**src/rtl/mnist_pkg.sv**
```systemverilog
// ---------------------------------------------------------------------------
// mnist_pkg
// Shared definitions for the fully-connected layer sequencer:
//   - seq_state_e : sequencer FSM state encoding
//   - ACC_W       : MAC accumulator / result width
//   - LANES       : number of byte lanes per MAC word
//   - tail_mask() : valid-lane mask for the final, possibly partial, word
//   - words_of()  : number of MAC words needed for a byte count
// ---------------------------------------------------------------------------
package mnist_pkg;

    typedef enum logic [2:0] {
        ST_IDLE   = 3'd0,
        ST_STREAM = 3'd1,
        ST_DRAIN  = 3'd2,
        ST_WRITE  = 3'd3,
        ST_FINISH = 3'd4
    } seq_state_e;

    localparam int ACC_W = 32'sd26;
    localparam int LANES = 32'sd4;

    // Lanes that carry real bytes in the last word; a full word lights all lanes.
    function automatic logic [LANES-1:0] tail_mask(input int unsigned n_bytes);
        logic [LANES-1:0] m;
        case (n_bytes % 32'd4)
            32'd1:   m = 4'b0001;
            32'd2:   m = 4'b0011;
            32'd3:   m = 4'b0111;
            default: m = 4'b1111;
        endcase
        return m;
    endfunction

    // Ceiling division of a byte count into 4-byte MAC words.
    function automatic int unsigned words_of(input int unsigned n_bytes);
        return (n_bytes + 32'd3) / 32'd4;
    endfunction

endpackage

```
**src/rtl/fc_layer_sequencer_if.sv**
```systemverilog
// ---------------------------------------------------------------------------
// fc_layer_sequencer_if
// Control/result bundle between the layer sequencer and the four-lane MAC.
//   en       : MAC enable (one word per cycle)
//   flush    : restart accumulation on this word
//   valid    : per-lane valid mask
//   last_in  : final word of the current neuron
//   done     : MAC result-ready pulse
//   result   : signed accumulated result, valid with done
// Modports: master = sequencer side, slave = MAC side.
// ---------------------------------------------------------------------------
interface fc_layer_sequencer_if;
    import mnist_pkg::*;

    logic                    en;
    logic                    flush;
    logic [LANES-1:0]        valid;
    logic                    last_in;
    logic                    done;
    logic signed [ACC_W-1:0] result;

    modport master (
        output en, flush, valid, last_in,
        input  done, result
    );

    modport slave (
        input  en, flush, valid, last_in,
        output done, result
    );

endinterface

```
**src/rtl/fc_addr_gen.sv**
```systemverilog
// ---------------------------------------------------------------------------
// fc_addr_gen
// Word/neuron counters, running weight base and the one-cycle-delayed MAC
// control pipe for the layer sequencer.
// Ports:
//   clk, rst        : clock, synchronous active-high reset
//   clear           : zero the counters at the start of a layer
//   issue           : issue word k of neuron n this cycle
//   advance         : step to the next neuron (k cleared, base += W)
//   k_last          : current word is the last word of a neuron
//   last_neuron     : current neuron is the last one in the layer
//   n               : current neuron index
//   feat_addr       : feature memory address (= k)
//   wgt_addr        : weight memory address (= base + k)
//   mac_en/flush/valid/last_in : MAC controls, one cycle behind the address
//                     so they line up with the 1-cycle memory read data
// ---------------------------------------------------------------------------
module fc_addr_gen
    import mnist_pkg::*;
#(
    parameter int unsigned IN_LEN      = 784,
    parameter int unsigned OUT_NEURONS = 10,
    parameter int unsigned FADDR_W     = 8,
    parameter int unsigned WADDR_W     = 12
) (
    input  logic               clk,
    input  logic               rst,
    input  logic               clear,
    input  logic               issue,
    input  logic               advance,
    output logic               k_last,
    output logic               last_neuron,
    output logic [3:0]         n,
    output logic [FADDR_W-1:0] feat_addr,
    output logic [WADDR_W-1:0] wgt_addr,
    output logic               mac_en,
    output logic               mac_flush,
    output logic [LANES-1:0]   mac_valid,
    output logic               mac_last_in
);

    localparam int unsigned      W      = words_of(IN_LEN);
    localparam logic [FADDR_W-1:0] K_LAST = FADDR_W'(W - 32'd1);
    localparam logic [WADDR_W-1:0] W_STEP = WADDR_W'(W);
    localparam logic [3:0]         N_LAST = 4'(OUT_NEURONS - 32'd1);
    localparam logic [LANES-1:0]   TAIL   = tail_mask(IN_LEN);

    logic [FADDR_W-1:0] k_r;
    logic [3:0]         n_r;
    logic [WADDR_W-1:0] base_r;
    logic               en_r;
    logic               flush_r;
    logic [LANES-1:0]   valid_r;
    logic               last_r;

    assign k_last      = (k_r == K_LAST);
    assign last_neuron = (n_r == N_LAST);
    assign n           = n_r;
    assign feat_addr   = k_r;
    // Running base avoids an n*W multiplier.
    assign wgt_addr    = base_r + WADDR_W'(k_r);

    assign mac_en      = en_r;
    assign mac_flush   = flush_r;
    assign mac_valid   = valid_r;
    assign mac_last_in = last_r;

    // Word counter, neuron counter and running weight base.
    always_ff @(posedge clk) begin
        if (rst) begin
            k_r    <= '0;
            n_r    <= 4'd0;
            base_r <= '0;
        end else if (clear) begin
            k_r    <= '0;
            n_r    <= 4'd0;
            base_r <= '0;
        end else if (advance) begin
            k_r    <= '0;
            n_r    <= n_r + 4'd1;
            base_r <= base_r + W_STEP;
        end else if (issue) begin
            k_r    <= k_last ? '0 : k_r + FADDR_W'(1'b1);
        end
    end

    // MAC controls trail the issued address by one cycle (memory latency).
    always_ff @(posedge clk) begin
        if (rst) begin
            en_r    <= 1'b0;
            flush_r <= 1'b0;
            valid_r <= '0;
            last_r  <= 1'b0;
        end else begin
            en_r    <= issue;
            flush_r <= issue && (k_r == '0);
            last_r  <= issue && k_last;
            valid_r <= !issue ? '0 : (k_last ? TAIL : '1);
        end
    end

endmodule

```
**src/rtl/fc_layer_sequencer.sv**
```systemverilog
// ---------------------------------------------------------------------------
// fc_layer_sequencer
// Streams one fully-connected layer through the four-lane MAC, writes each
// neuron result to the result memory and tracks the running argmax.
// Ports:
//   clk, rst    : clock, synchronous active-high reset
//   start       : begin a layer (ignored unless idle)
//   busy        : layer in progress
//   finish      : one-cycle completion pulse
//   error       : sticky MAC timeout flag, cleared by the next start
//   feat_addr   : feature memory read address
//   wgt_addr    : weight memory read address
//   mac         : MAC control/result bundle (master side)
//   res_we/res_addr/res_data : result memory write port
//   pred_class/pred_score    : argmax index and score
// ---------------------------------------------------------------------------
module fc_layer_sequencer
    import mnist_pkg::*;
#(
    parameter int unsigned IN_LEN      = 784,
    parameter int unsigned OUT_NEURONS = 10,
    parameter int unsigned FADDR_W     = 8,
    parameter int unsigned WADDR_W     = 12,
    parameter int unsigned TIMEOUT     = 64
) (
    input  logic                    clk,
    input  logic                    rst,
    input  logic                    start,
    output logic                    busy,
    output logic                    finish,
    output logic                    error,
    output logic [FADDR_W-1:0]      feat_addr,
    output logic [WADDR_W-1:0]      wgt_addr,
    fc_layer_sequencer_if.master    mac,
    output logic                    res_we,
    output logic [3:0]              res_addr,
    output logic signed [ACC_W-1:0] res_data,
    output logic [3:0]              pred_class,
    output logic signed [ACC_W-1:0] pred_score
);

    localparam int unsigned      TMO_W    = $clog2(TIMEOUT + 32'd1);
    localparam logic [TMO_W-1:0] TMO_LAST = TMO_W'(TIMEOUT - 32'd1);

    seq_state_e              state_r;
    seq_state_e              state_next_s;
    logic                    clear_s;
    logic                    issue_s;
    logic                    advance_s;
    logic                    accept_s;
    logic                    timeout_s;
    logic                    k_last_s;
    logic                    last_neuron_s;
    logic [3:0]              n_s;
    logic [TMO_W-1:0]        tmo_r;
    logic signed [ACC_W-1:0] result_r;
    logic                    busy_r;
    logic                    finish_r;
    logic                    error_r;
    logic                    res_we_r;
    logic [3:0]              class_r;
    logic signed [ACC_W-1:0] score_r;
    logic                    en_s;
    logic                    flush_s;
    logic [LANES-1:0]        valid_s;
    logic                    last_in_s;

    fc_addr_gen #(
        .IN_LEN      (IN_LEN),
        .OUT_NEURONS (OUT_NEURONS),
        .FADDR_W     (FADDR_W),
        .WADDR_W     (WADDR_W)
    ) u_addr_gen (
        .clk         (clk),
        .rst         (rst),
        .clear       (clear_s),
        .issue       (issue_s),
        .advance     (advance_s),
        .k_last      (k_last_s),
        .last_neuron (last_neuron_s),
        .n           (n_s),
        .feat_addr   (feat_addr),
        .wgt_addr    (wgt_addr),
        .mac_en      (en_s),
        .mac_flush   (flush_s),
        .mac_valid   (valid_s),
        .mac_last_in (last_in_s)
    );

    assign mac.en      = en_s;
    assign mac.flush   = flush_s;
    assign mac.valid   = valid_s;
    assign mac.last_in = last_in_s;

    assign busy       = busy_r;
    assign finish     = finish_r;
    assign error      = error_r;
    assign res_we     = res_we_r;
    assign res_addr   = n_s;
    assign res_data   = result_r;
    assign pred_class = class_r;
    assign pred_score = score_r;

    // FSM state register.
    always_ff @(posedge clk) begin
        if (rst) begin
            state_r <= ST_IDLE;
        end else begin
            state_r <= state_next_s;
        end
    end

    // FSM next state and per-cycle strobes.
    always_comb begin
        state_next_s = state_r;
        clear_s      = 1'b0;
        issue_s      = 1'b0;
        advance_s    = 1'b0;
        accept_s     = 1'b0;
        timeout_s    = 1'b0;
        case (state_r)
            ST_IDLE: begin
                if (start) begin
                    clear_s      = 1'b1;
                    state_next_s = ST_STREAM;
                end else begin
                    state_next_s = ST_IDLE;
                end
            end
            ST_STREAM: begin
                issue_s = 1'b1;
                if (k_last_s) begin
                    state_next_s = ST_DRAIN;
                end else begin
                    state_next_s = ST_STREAM;
                end
            end
            ST_DRAIN: begin
                // done wins over a timeout landing in the same cycle
                if (mac.done) begin
                    accept_s     = 1'b1;
                    state_next_s = ST_WRITE;
                end else if (tmo_r == TMO_LAST) begin
                    timeout_s    = 1'b1;
                    state_next_s = ST_FINISH;
                end else begin
                    state_next_s = ST_DRAIN;
                end
            end
            ST_WRITE: begin
                if (last_neuron_s) begin
                    state_next_s = ST_FINISH;
                end else begin
                    advance_s    = 1'b1;
                    state_next_s = ST_STREAM;
                end
            end
            ST_FINISH: begin
                state_next_s = ST_IDLE;
            end
            default: begin
                state_next_s = ST_IDLE;
            end
        endcase
    end

    // Counts DRAIN cycles spent waiting for done; zero outside DRAIN.
    always_ff @(posedge clk) begin
        if (rst) begin
            tmo_r <= '0;
        end else if (state_r == ST_DRAIN) begin
            tmo_r <= tmo_r + TMO_W'(1'b1);
        end else begin
            tmo_r <= '0;
        end
    end

    // Status outputs registered from the next state so they align with it.
    always_ff @(posedge clk) begin
        if (rst) begin
            busy_r   <= 1'b0;
            finish_r <= 1'b0;
            res_we_r <= 1'b0;
        end else begin
            busy_r   <= (state_next_s == ST_STREAM) ||
                        (state_next_s == ST_DRAIN)  ||
                        (state_next_s == ST_WRITE);
            finish_r <= (state_next_s == ST_FINISH);
            res_we_r <= (state_next_s == ST_WRITE);
        end
    end

    // Result latch, sticky timeout flag and running argmax.
    always_ff @(posedge clk) begin
        if (rst) begin
            result_r <= '0;
            error_r  <= 1'b0;
            class_r  <= 4'd0;
            score_r  <= '0;
        end else begin
            if (accept_s) begin
                result_r <= mac.result;
            end
            if (clear_s) begin
                error_r <= 1'b0;
            end else if (timeout_s) begin
                error_r <= 1'b1;
            end
            // Strictly-greater keeps the lowest index on ties.
            if (clear_s) begin
                class_r <= 4'd0;
                score_r <= '0;
            end else if ((state_r == ST_WRITE) &&
                         ((n_s == 4'd0) || (result_r > score_r))) begin
                class_r <= n_s;
                score_r <= result_r;
            end
        end
    end

endmodule

```
**src/flat_wrapper.sv**
```systemverilog
// flat-port wrapper written by rule: the top's interface ports become plain ports
module fc_layer_sequencer_flat import mnist_pkg::*;
#(
    parameter int unsigned IN_LEN      = 784,
    parameter int unsigned OUT_NEURONS = 10,
    parameter int unsigned FADDR_W     = 8,
    parameter int unsigned WADDR_W     = 12,
    parameter int unsigned TIMEOUT     = 64
)
  (clk, rst, start, busy, finish, error, feat_addr, wgt_addr, res_we, res_addr, res_data, pred_class, pred_score, mac_en, mac_flush, mac_valid, mac_last_in, mac_done, mac_result);
  fc_layer_sequencer_if mac_i ();
  input  logic clk;
  input  logic rst;
  input  logic start;
  output logic busy;
  output logic finish;
  output logic error;
  output logic [FADDR_W-1:0] feat_addr;
  output logic [WADDR_W-1:0] wgt_addr;
  output logic res_we;
  output logic [3:0] res_addr;
  output logic signed [ACC_W-1:0] res_data;
  output logic [3:0] pred_class;
  output logic signed [ACC_W-1:0] pred_score;
  output wire logic [$bits(mac_i.en)-1:0] mac_en;
  output wire logic [$bits(mac_i.flush)-1:0] mac_flush;
  output wire logic [$bits(mac_i.valid)-1:0] mac_valid;
  output wire logic [$bits(mac_i.last_in)-1:0] mac_last_in;
  input wire logic [$bits(mac_i.done)-1:0] mac_done;
  input wire logic [$bits(mac_i.result)-1:0] mac_result;
  assign mac_en = mac_i.en;
  assign mac_flush = mac_i.flush;
  assign mac_valid = mac_i.valid;
  assign mac_last_in = mac_i.last_in;
  assign mac_i.done = mac_done;
  assign mac_i.result = mac_result;
  fc_layer_sequencer #(.IN_LEN(IN_LEN), .OUT_NEURONS(OUT_NEURONS), .FADDR_W(FADDR_W), .WADDR_W(WADDR_W), .TIMEOUT(TIMEOUT)) u_core (.clk(clk), .rst(rst), .start(start), .busy(busy), .finish(finish), .error(error), .feat_addr(feat_addr), .wgt_addr(wgt_addr), .mac(mac_i), .res_we(res_we), .res_addr(res_addr), .res_data(res_data), .pred_class(pred_class), .pred_score(pred_score));
endmodule
```
**config.mk**
```make
export PLATFORM = sky130hd
export DESIGN_NAME = fc_layer_sequencer_flat
export DESIGN_NICKNAME = d
export VERILOG_FILES = /design/src/rtl/mnist_pkg.sv /design/src/rtl/fc_layer_sequencer_if.sv /design/src/rtl/fc_addr_gen.sv /design/src/rtl/fc_layer_sequencer.sv /design/src/flat_wrapper.sv
export SDC_FILE = /design/constraint.sdc
export NUM_CORES = 1
export LEC_CHECK = 0
export BUFFER_PORTS_ARGS = -buffer_cell sky130_fd_sc_hd__buf_2
export CAP_MARGIN = 30
export CORE_ASPECT_RATIO = 1.4
export CORE_MARGIN = 2
export CORE_UTILIZATION = 54
export CTS_BUF_LIST = sky130_fd_sc_hd__clkbuf_2
export DETAILED_ROUTE_END_ITERATION = 6
export GPL_ROUTABILITY_DRIVEN = 0
export HOLD_SLACK_MARGIN = 0.12
export PLACE_DENSITY_LB_ADDON = 0.25
export SYNTH_ARGS = -nofsm -noshare
export SYNTH_HDL_FRONTEND = slang
export SYNTH_SLANG_ARGS = --single-unit
export TNS_END_PERCENT = 1
```
**constraint.sdc**
```tcl
create_clock -name clk -period 2.9 [get_ports clk]
set_input_delay 0.145 -clock clk [delete_from_list [all_inputs] [get_ports clk]]
set_output_delay 0.145 -clock clk [all_outputs]
set_load 0.02 [all_outputs]
```
[Yosys cells after proc, flatten, opt, wreduce, memory -nomap -nowiden]
Index checks and enable logic that the tools add are counted.
Word-level totals
  register bits after elaboration: 101
  input port bits: 30
  word-level logic and storage cells: 63
Operators by class
  $add $sub $neg: 5
  $lt $le $gt $ge: 1
  eq/ne operators: 10
  mux-type cells: 18
  bitwise logic cells: 1
  reductions and logical operators: 12
Operator list (number)
  26-bit greater-than comparator: 1
  12-bit by 8-bit adder with 12-bit output: 1
  12-bit by 8-bit adder with 12-bit output, second input constant: 1
  3-bit by 2-bit equality test with 1-bit output, second input constant: 4
  3-bit one-hot mux with 4 select lines: 1
  1-bit 2-to-1 mux: 11
  3-bit 2-to-1 mux: 3
  8-bit by 1-bit adder with 8-bit output, second input constant: 1
  8-bit equality test, second input constant: 1
  8-bit zero test: 1
  8-bit 2-to-1 mux: 1
  7-bit by 1-bit adder with 7-bit output, second input constant: 1
  7-bit by 6-bit equality test with 1-bit output, second input constant: 1
  3-bit by 1-bit equality test with 1-bit output, second input constant: 2
  4-bit by 1-bit adder with 4-bit output, second input constant: 1
  4-bit equality test, second input constant: 1
  4-bit zero test: 1
  4-bit 2-to-1 mux: 1
  2-bit OR reduction: 2
  3-bit equality test, second input constant: 1
  1-bit logical AND: 3
  3-bit zero test: 1
  1-bit logical OR: 3
  3-bit OR reduction: 1
  2 further kinds: 2

[Longest topological paths before layout]
Gate-level depths: netlist of run 1.
  depth after elaboration: 7
  mapped depth: 10
  gate-level depth less buffers: 10

[Modules after synthesis]
Synthesis of run 1 repeated with hierarchy kept, for this count alone.
Unflattened totals
  cells, all modules: 677
  area total of the unflattened synthesis: 5784.3 µm²
Modules (own cells, without submodules)
  fc_layer_sequencer: times used 1, cells each 505, area each 4309.1 µm²
  fc_addr_gen: times used 1, cells each 172, area each 1475.2 µm²

[Worst setup path after synthesis of run 1]
OpenSTA, ideal clock, no wires.
  path type: flip-flop to flip-flop
  start: register u_core.score_r[7] (netlist: u_core.pred_score[7])
  end: register u_core.class_r[0] (netlist: u_core.pred_class[0])
  library setup time: 132 ps
  data arrival time: 2405 ps
  data required time: 2768 ps
  path slack: 362 ps
  cell stages (with the launch flop): 11
  period minus slack after synthesis: 2538 ps
  path through: dfxtp_1 inv_1 ha_1 a211oi_2 nor2_1 a2111o_1 a211oi_2 mux2_4 buf_6 o21ai_1 a21oi_1
On the way
  word-level cells in the longest chain between the ends: 3
RTL lines
  start, declared: RTL line fc_layer_sequencer.sv:62  | logic signed [ACC_W-1:0] score_r;
  start signal, assigned: RTL line fc_layer_sequencer.sv:216  | score_r <= result_r;
  26-bit greater-than comparator: RTL line fc_layer_sequencer.sv:214  | ((n_s == 4'd0) || (result_r > score_r))) begin
  1-bit logical OR: RTL line fc_layer_sequencer.sv:214
  1-bit logical AND: RTL line fc_layer_sequencer.sv:213  | end else if ((state_r == ST_WRITE) &&
  end signal, assigned: RTL line fc_layer_sequencer.sv:215  | class_r <= n_s;
  end, declared: RTL line fc_layer_sequencer.sv:61  | logic [3:0] class_r;
No other way between the ends.
A chain may end at the register's enable or synchronous reset.

[Worst setup path after layout of run 1]
  start: register u_core.score_r[7] (netlist: u_core.pred_score[7])
  end: register u_core.score_r[22] (netlist: u_core.pred_score[22])
On the way
  word-level cells in the longest chain between the ends: 3
RTL lines (RTL line)
  26-bit greater-than comparator: fc_layer_sequencer.sv:214
  1-bit logical OR: fc_layer_sequencer.sv:214
  1-bit logical AND: fc_layer_sequencer.sv:213
No other way between the ends.

==> qor.txt, run 1 <==
number of global-route vias before repair - 4535
clock share of power - 28.1%
Hold Crit Class - register to register
largest area contributor in the netlist - dfxtp_1
Flop pwr share - 66.1%
Placed Cells - 774
TritonCTS clock tree - done
Final min period - 2730 ps
max_slew headroom - 51.3%
clock slew at reported path FFs - 250 ps
Final Util - 70.5%
most common cell after layout, fill and taps aside - buf_2
non-filler instance count after layout - 849
pre-CTS setup slack - 226 ps
critical path class - register to register
layout cells sized above 1 - 21.8%
Pint - 1.48 mW
multiplexer share of the synthesized area - 0.961%
DR pass1 iterations - 5
HPWL after DPL - 8290 um
First DRT Iteration DRCs - 199
root buf cell - clkbuf_2
Synth Area in Adders - 10.8%
fin area - 0.00600 mm^2
YS warnings - 0
gr usage total - 27.7%
number of buffers inserted by port buffering - 120
DRC errors left - 0
post-synthesis compound-gate area fraction - 15.5%
VDD IR-drop max - 0.203 mV
Worst Path Max Fanout - 30
Post-DRT Antenna Nets - 0
Top Ports - 121
switching share of power - 25.8%
Post-synth ARST share - 0%
Net Switching - 513 uW
Post-synth EDFFs - 0
Max Root-Sink Buffers - 2
Worst Path Required - 3360 ps
fin crit share - 94.2%
Synth Area per Inst - 8.12 um^2
Worst setup SP type - register
Setup-failing EPs final - 0
Setup crit end kind - register
final wirelength - 12700 um
Syn Inst Count - 577
die height - 114 um
CP startpoint - u_core.pred_score[7]$_SDFFE_PP0P_
Final Hold Vio Count - 0
H-tree depth - 3
via count - 4632
Remaining Overflow, GRT - 0
status - finished, final reports clean
most frequent cells in the layout - buf_2, dfxtp_1, a21oi_1, nand2_1, dlygate4sd3_1
HP Start - u_core.tmo_r[0]$_SDFF_PP0_
Final nets - 809
post-synthesis simple-gate area fraction - 19.3%
die area - 0.00945 mm^2
Fmax - 366 MHz
post-synthesis sequential area ratio - 40.6%
clk_skew - 28.5 ps
power density cells - 332 mW/mm^2
area delta synth->final - 28.0%
Netlist cell types - 47
Worst Slack Setup Final - 167 ps
Num CTS Buffers - 9
Critical Path AT - 3200 ps
Slew @ Worst Pin - 729 ps
top post-synthesis cells by area - dfxtp_1, ha_1, a21oi_1
synthesized area - 0.00469 mm^2
Yosys reg bits - 95
ys flop type - dfxtp_1
WL per Instance - 14.9 um
Slew Viols, Final - 0
hold slack - 461 ps
max cap viols - 0
Initial Utilization - 55.1%
Pleak - 2.69 nW
Filler cells - 703
post-synthesis xor/xnor area fraction - 5.42%
via-per-instance ratio - 5.46
worst-skew pair later-pin latency - 580 ps
first-pass GRT wire length - 20500 um
largest net degree at the start of global routing - 48
core area - 0.00851 mm^2
RSZ-0062 raised after global routing - true
row count - 40
Antenna diodes - 0
antenna violations before repair - 0
RR Startpoint - u_core.pred_score[7]$_SDFFE_PP0P_
syn nets - 647
top-area cell type share of the netlist area - 40.6%
Sink Count - 95
largest family of logic cells by synthesized area - simple AND/OR/NAND/NOR gates
Comb pwr share - 5.8%
placed inst area - 0.00530 mm^2
Die X - 82.7 um
[synthesized netlist by cell type, types with 4 or more instances]
master    instances
o21ai_1          29
ha_1             39
nand2_1          72
nor3_1            9
xor2_1           18
a21oi_1          75
clkbuf_1         23
nand4_1          12
xnor2_1          11
buf_4             6
buf_2             4
nor2_1           46
dfxtp_1          95
or3_1             4
nand3_1          41
inv_1            41
o21ai_0           7
[power by group through the flow]
stage | Sequential, mW | Combinational (mW) | Clock, mW
after floorplan | 1.35 | 0.0481 | 0
after global placement | 1.34 | 0.0802 | 0
after detailed placement | 1.34 | 0.0816 | 0
after CTS | 1.32 | 0.111 | 0.569
after global routing | 1.32 | 0.125 | 0.625
final | 1.32 | 0.114 | 0.560
[layout make-up]
type | count | area (um^2) | area share (%)
multi-input combinational | 404 | 2460 | 41.1
sequential | 95 | 1910 | 31.9
timing repair buffer | 188 | 1250 | 20.8
inverter | 41 | 154 | 2.57
tap | 105 | 131 | 2.19
clock buffer | 10 | 50.0 | 0.835
clock inverter | 6 | 37.5 | 0.626
[metal layers]
metal,track usage (%),wire [um]
met1,30.1,4890
met2,49.3,6650
met5,0,0
met3,6.86,778
met4,12.3,363
[worst paths after layout]
| check | to | slack [ps] | depth (start not counted) |
|---|---|---|---|
| min reg2reg | u_core.tmo_r[0]$_SDFF_PP0_ | 460 | 1 |
| min | u_core.tmo_r[0]$_SDFF_PP0_ | 460 | 1 |
| max | u_core.pred_score[22]$_SDFFE_PP0P_ | 170 | 9 |
| max reg2reg | u_core.pred_score[22]$_SDFFE_PP0P_ | 170 | 9 |
[per-stage QoR]
stage               power, mW  setup TNS [ps]
CTS                      2.00               0
global route             2.07           -42.7
global placement         1.42               0
finish                   1.99               0
floorplan                1.39               0
detailed placement       1.43               0
[worst max-delay path, stage by stage, from the launching register on]
cell	delay, ps
dfxtp_1	430
inv_1	50
ha_1	310
a211oi_2	230
nor2_1	70
a2111o_1	410
a211oi_2	350
mux2_4	490
o21ai_1	190
a21oi_1	80
[flip-flops by register name, summed over array words and instances, names as in the netlist, 3 cells and up]
name,cells
u_core.tmo_r,7
u_core.u_addr_gen.base_r,10
u_core.state_r,3
u_core.pred_score,26
u_core.res_data,26
u_core.u_addr_gen.n,4
u_core.pred_class,4
u_core.u_addr_gen.feat_addr,8
[cells by family (layout without fill, tap and decap cells)]
| group | Yosys count | in the layout |
|---|---|---|
| AND/OR/NAND/NOR | 200 | 200 |
| AO/OA/AOI/OAI | 131 | 131 |
| flip-flops | 95 | 95 |
| buffers and inverters | 78 | 245 |
| adder cells (fa/ha/maj) | 40 | 40 |
| XOR/XNOR | 29 | 29 |
| multiplexers | 4 | 4 |
[timing repair]
action	in CTS	in global routing
hold buffers	55	0
pin swaps	1	4
endpoints found under the setup margin	3	4
hold endpoints to repair	33	0
buffers inserted	2	2
resized for setup	5	6
Note: power is estimated with default switching activity, not from simulation.
==> run 2, diff against run 1 <==
CORE_UTILIZATION = 55   (was 54)
CTS_CLUSTER_SIZE = 30   (was unset)
clock period = 2.59 ns   (was 2.9 ns; I/O delays follow)
==> run 2 against run 1 <==
The run now ends with negative setup slack left. Final area up 5.0%. Die area is 1.7% lower. Sequential share of layout area fell by 1.3 points. Largest power group unchanged.
==> qor.txt, run 2 (synthesis results as in run 1) <==
HP Start - mac_done (was u_core.tmo_r[0]$_SDFF_PP0_)
critical path class - register to output pin (was register to register)
Slew @ Worst Pin - 686 ps (was 729 ps)
largest net degree at the start of global routing - 38 (was 48)
RR Startpoint - u_core.pred_score[24]$_SDFFE_PP0P_ (was u_core.pred_score[7]$_SDFFE_PP0P_)
placed inst area - 0.00538 mm^2 (was 0.00530 mm^2)
largest stage delay on the critical path - 420 ps (was 490 ps)
Sink Count - 95 (unchanged)
TritonCTS clock tree - done (unchanged)
Slowest-stage cell, CP - dfxtp_4 (was mux2_4)
Num CTS Buffers - 9 (unchanged)
Final min period - 2650 ps
clock slew at reported path FFs - 240 ps (was 250 ps)
max cap viols - 0 (unchanged)
antenna violations before repair - 1 (was 0)
die height - 113 um (was 114 um)
DRC errors left - 0 (unchanged)
gr usage total - 27.9% (was 27.7%)
Fmax - 377 MHz
fin crit share - 102%
First DRT Iteration DRCs - 216 (was 199)
core area - 0.00820 mm^2 (was 0.00851 mm^2)
Worst Path Max Fanout - 2 (was 30)
HPWL after DPL - 8520 um (was 8290 um)
worst-skew pair later-pin latency - 600 ps (was 580 ps)
final wirelength - 13400 um (was 12700 um)
via count - 4840 (was 4632)
Hold Crit Class - primary input to register (was register to register)
CP startpoint - u_core.u_addr_gen.base_r[2]$_SDFFE_PP0P_ (was u_core.pred_score[7]$_SDFFE_PP0P_)
Post-DRT Antenna Nets - 0 (unchanged)
Pleak - 2.83 nW (was 2.69 nW)
Worst Slack Setup Final - -59.4 ps (was 167 ps)
setup_tns - -607 ps (was 0 ps)
WL per Instance - 15.5 um (was 14.9 um)
Worst setup SP type - register (unchanged)
H-tree depth - 3 (unchanged)
fin area - 0.00630 mm^2 (was 0.00600 mm^2)
pre-CTS setup slack - -22.4 ps (was 226 ps)
Setup-failing EPs final - 26 (was 0)
first-pass GRT wire length - 20300 um (was 20500 um)
Final Hold Vio Count - 0 (unchanged)
total power - 2.34 mW (was 1.99 mW)
power density cells - 371 mW/mm^2 (was 332 mW/mm^2)
Die X - 82.0 um (was 82.7 um)
die area - 0.00928 mm^2 (was 0.00945 mm^2)
Reg2Reg Setup Slack - -50 ps (was 170 ps)
area delta synth->final - 34.4% (was 28.0%)
Setup crit end kind - output pin (was register)
layout cells sized above 1 - 27.1% (was 21.8%)
Slew Viols, Final - 0 (unchanged)
Final Util - 76.8% (was 70.5%)
most common cell after layout, fill and taps aside - buf_2 (unchanged)
Final nets - 828 (was 809)
via-per-instance ratio - 5.59 (was 5.46)
crit-path cells - ha_4 > inv_2 > fa_2 > inv_2 > a21oi_2 > o21bai_2 > a21o_1 > a21o_1 > nand3_2 > xnor2_1 > buf_4 (was inv_1 > ha_1 > a211oi_2 > nor2_1 > a2111o_1 > a211oi_2 > mux2_4 > o21ai_1 > a21oi_1)
number of global-route vias before repair - 4481 (was 4535)
violations in the final reports - negative setup slack
Remaining Overflow, GRT - 0 (unchanged)
VDD IR-drop max - 0.255 mV (was 0.203 mV)
number of buffers inserted by port buffering - 120 (unchanged)
max_slew headroom - 53.9% (was 51.3%)
root buf cell - clkbuf_2 (unchanged)
Worst Path Required - 2460 ps (was 3360 ps)
most frequent cells in the layout - buf_2, dfxtp_1, nand2_1, a21oi_1, dlygate4sd3_1 (was buf_2, dfxtp_1, a21oi_1, nand2_1, dlygate4sd3_1)
Max Root-Sink Buffers - 2 (unchanged)
RSZ-0062 raised after global routing - true (unchanged)
Initial Utilization - 57.2% (was 55.1%)
status - complete, but fails checks (was finished, final reports clean)
Top Ports - 121 (unchanged)
DR pass1 iterations - 5 (unchanged)
clk_skew - 34.9 ps (was 28.5 ps)
Critical Path AT - 2520 ps (was 3200 ps)
row count - 39 (was 40)
## run 2: cell types whose count changed in the layout (fill, tap and decap cells not counted), moves of 4 or more
cell,before,now
buf_4,13,30
dfxtp_1,92,80
dfxtp_2,0,11
o21ai_2,0,6
buf_2,120,116
## run 2: critical path: cells and delay by family, from the launching register on
kind,cells,cell delay [ps]
compound gates,4,530
fa+ha+maj,2,480
flops,1,420
buf+inv,3,270
xor+xnor,1,190
simple gates,1,80
## run 2: path summary, 6_finish.rpt
check | endpoint | cells after the start
worst min-delay path | u_core.error$_SDFFE_PP0N_ | 5
worst max-delay path | wgt_addr[10] | 11
worst max register to register | u_core.pred_score[23]$_SDFFE_PP0P_ | 10
worst min register to register | u_core.tmo_r[0]$_SDFF_PP0_ | 1
## run 2: metrics by stage
step           hold WS [ps]  cells
6_report                460    866
5_1_grt                 500    866
4_1_cts                 430    857
3_5_place_dp            377    782
3_3_place_gp            371    782
2_1_floorplan           266    577
## run 2: cell type report
| class | count | area [um^2] |
|---|---|---|
| Clock inverter | 6 | 61.3 |
| Sequential cell | 95 | 1930 |
| Multi-Input combinational cell | 407 | 2580 |
| Tap cell | 102 | 128 |
| Clock buffer | 10 | 50.0 |
| Antenna cell | 1 | 2.50 |
| Fill cell | 550 | 1900 |
| Timing Repair Buffer | 204 | 1390 |
| Inverter | 41 | 154 |
## run 2: where the power goes
part	switching, mW	internal, mW	total [mW]
Sequential	0.00663	1.47	1.47
Combinational	0.0672	0.0600	0.127
Clock	0.514	0.225	0.738
Total	0.588	1.75	2.34
## run 2: what timing repair did
| item | CTS | global route |
|---|---|---|
| setup endpoints to repair | 28 | 34 |
| setup buffers | 4 | 5 |
| pin swaps | 8 | 20 |
| gates cloned | 0 | 3 |
| gates resized for setup | 17 | 36 |
| hold endpoints to repair | 44 | 0 |
| hold buffers | 55 | 0 |
## run 2: per-layer routing
layer	up-vias	track usage [%]	part of all wire, %
li1	2323	-	-
met1	2318	30.9	39
met2	167	49.8	53
met3	32	5.50	5.3
met4	0	12.6	2.6
met5	-	0	0
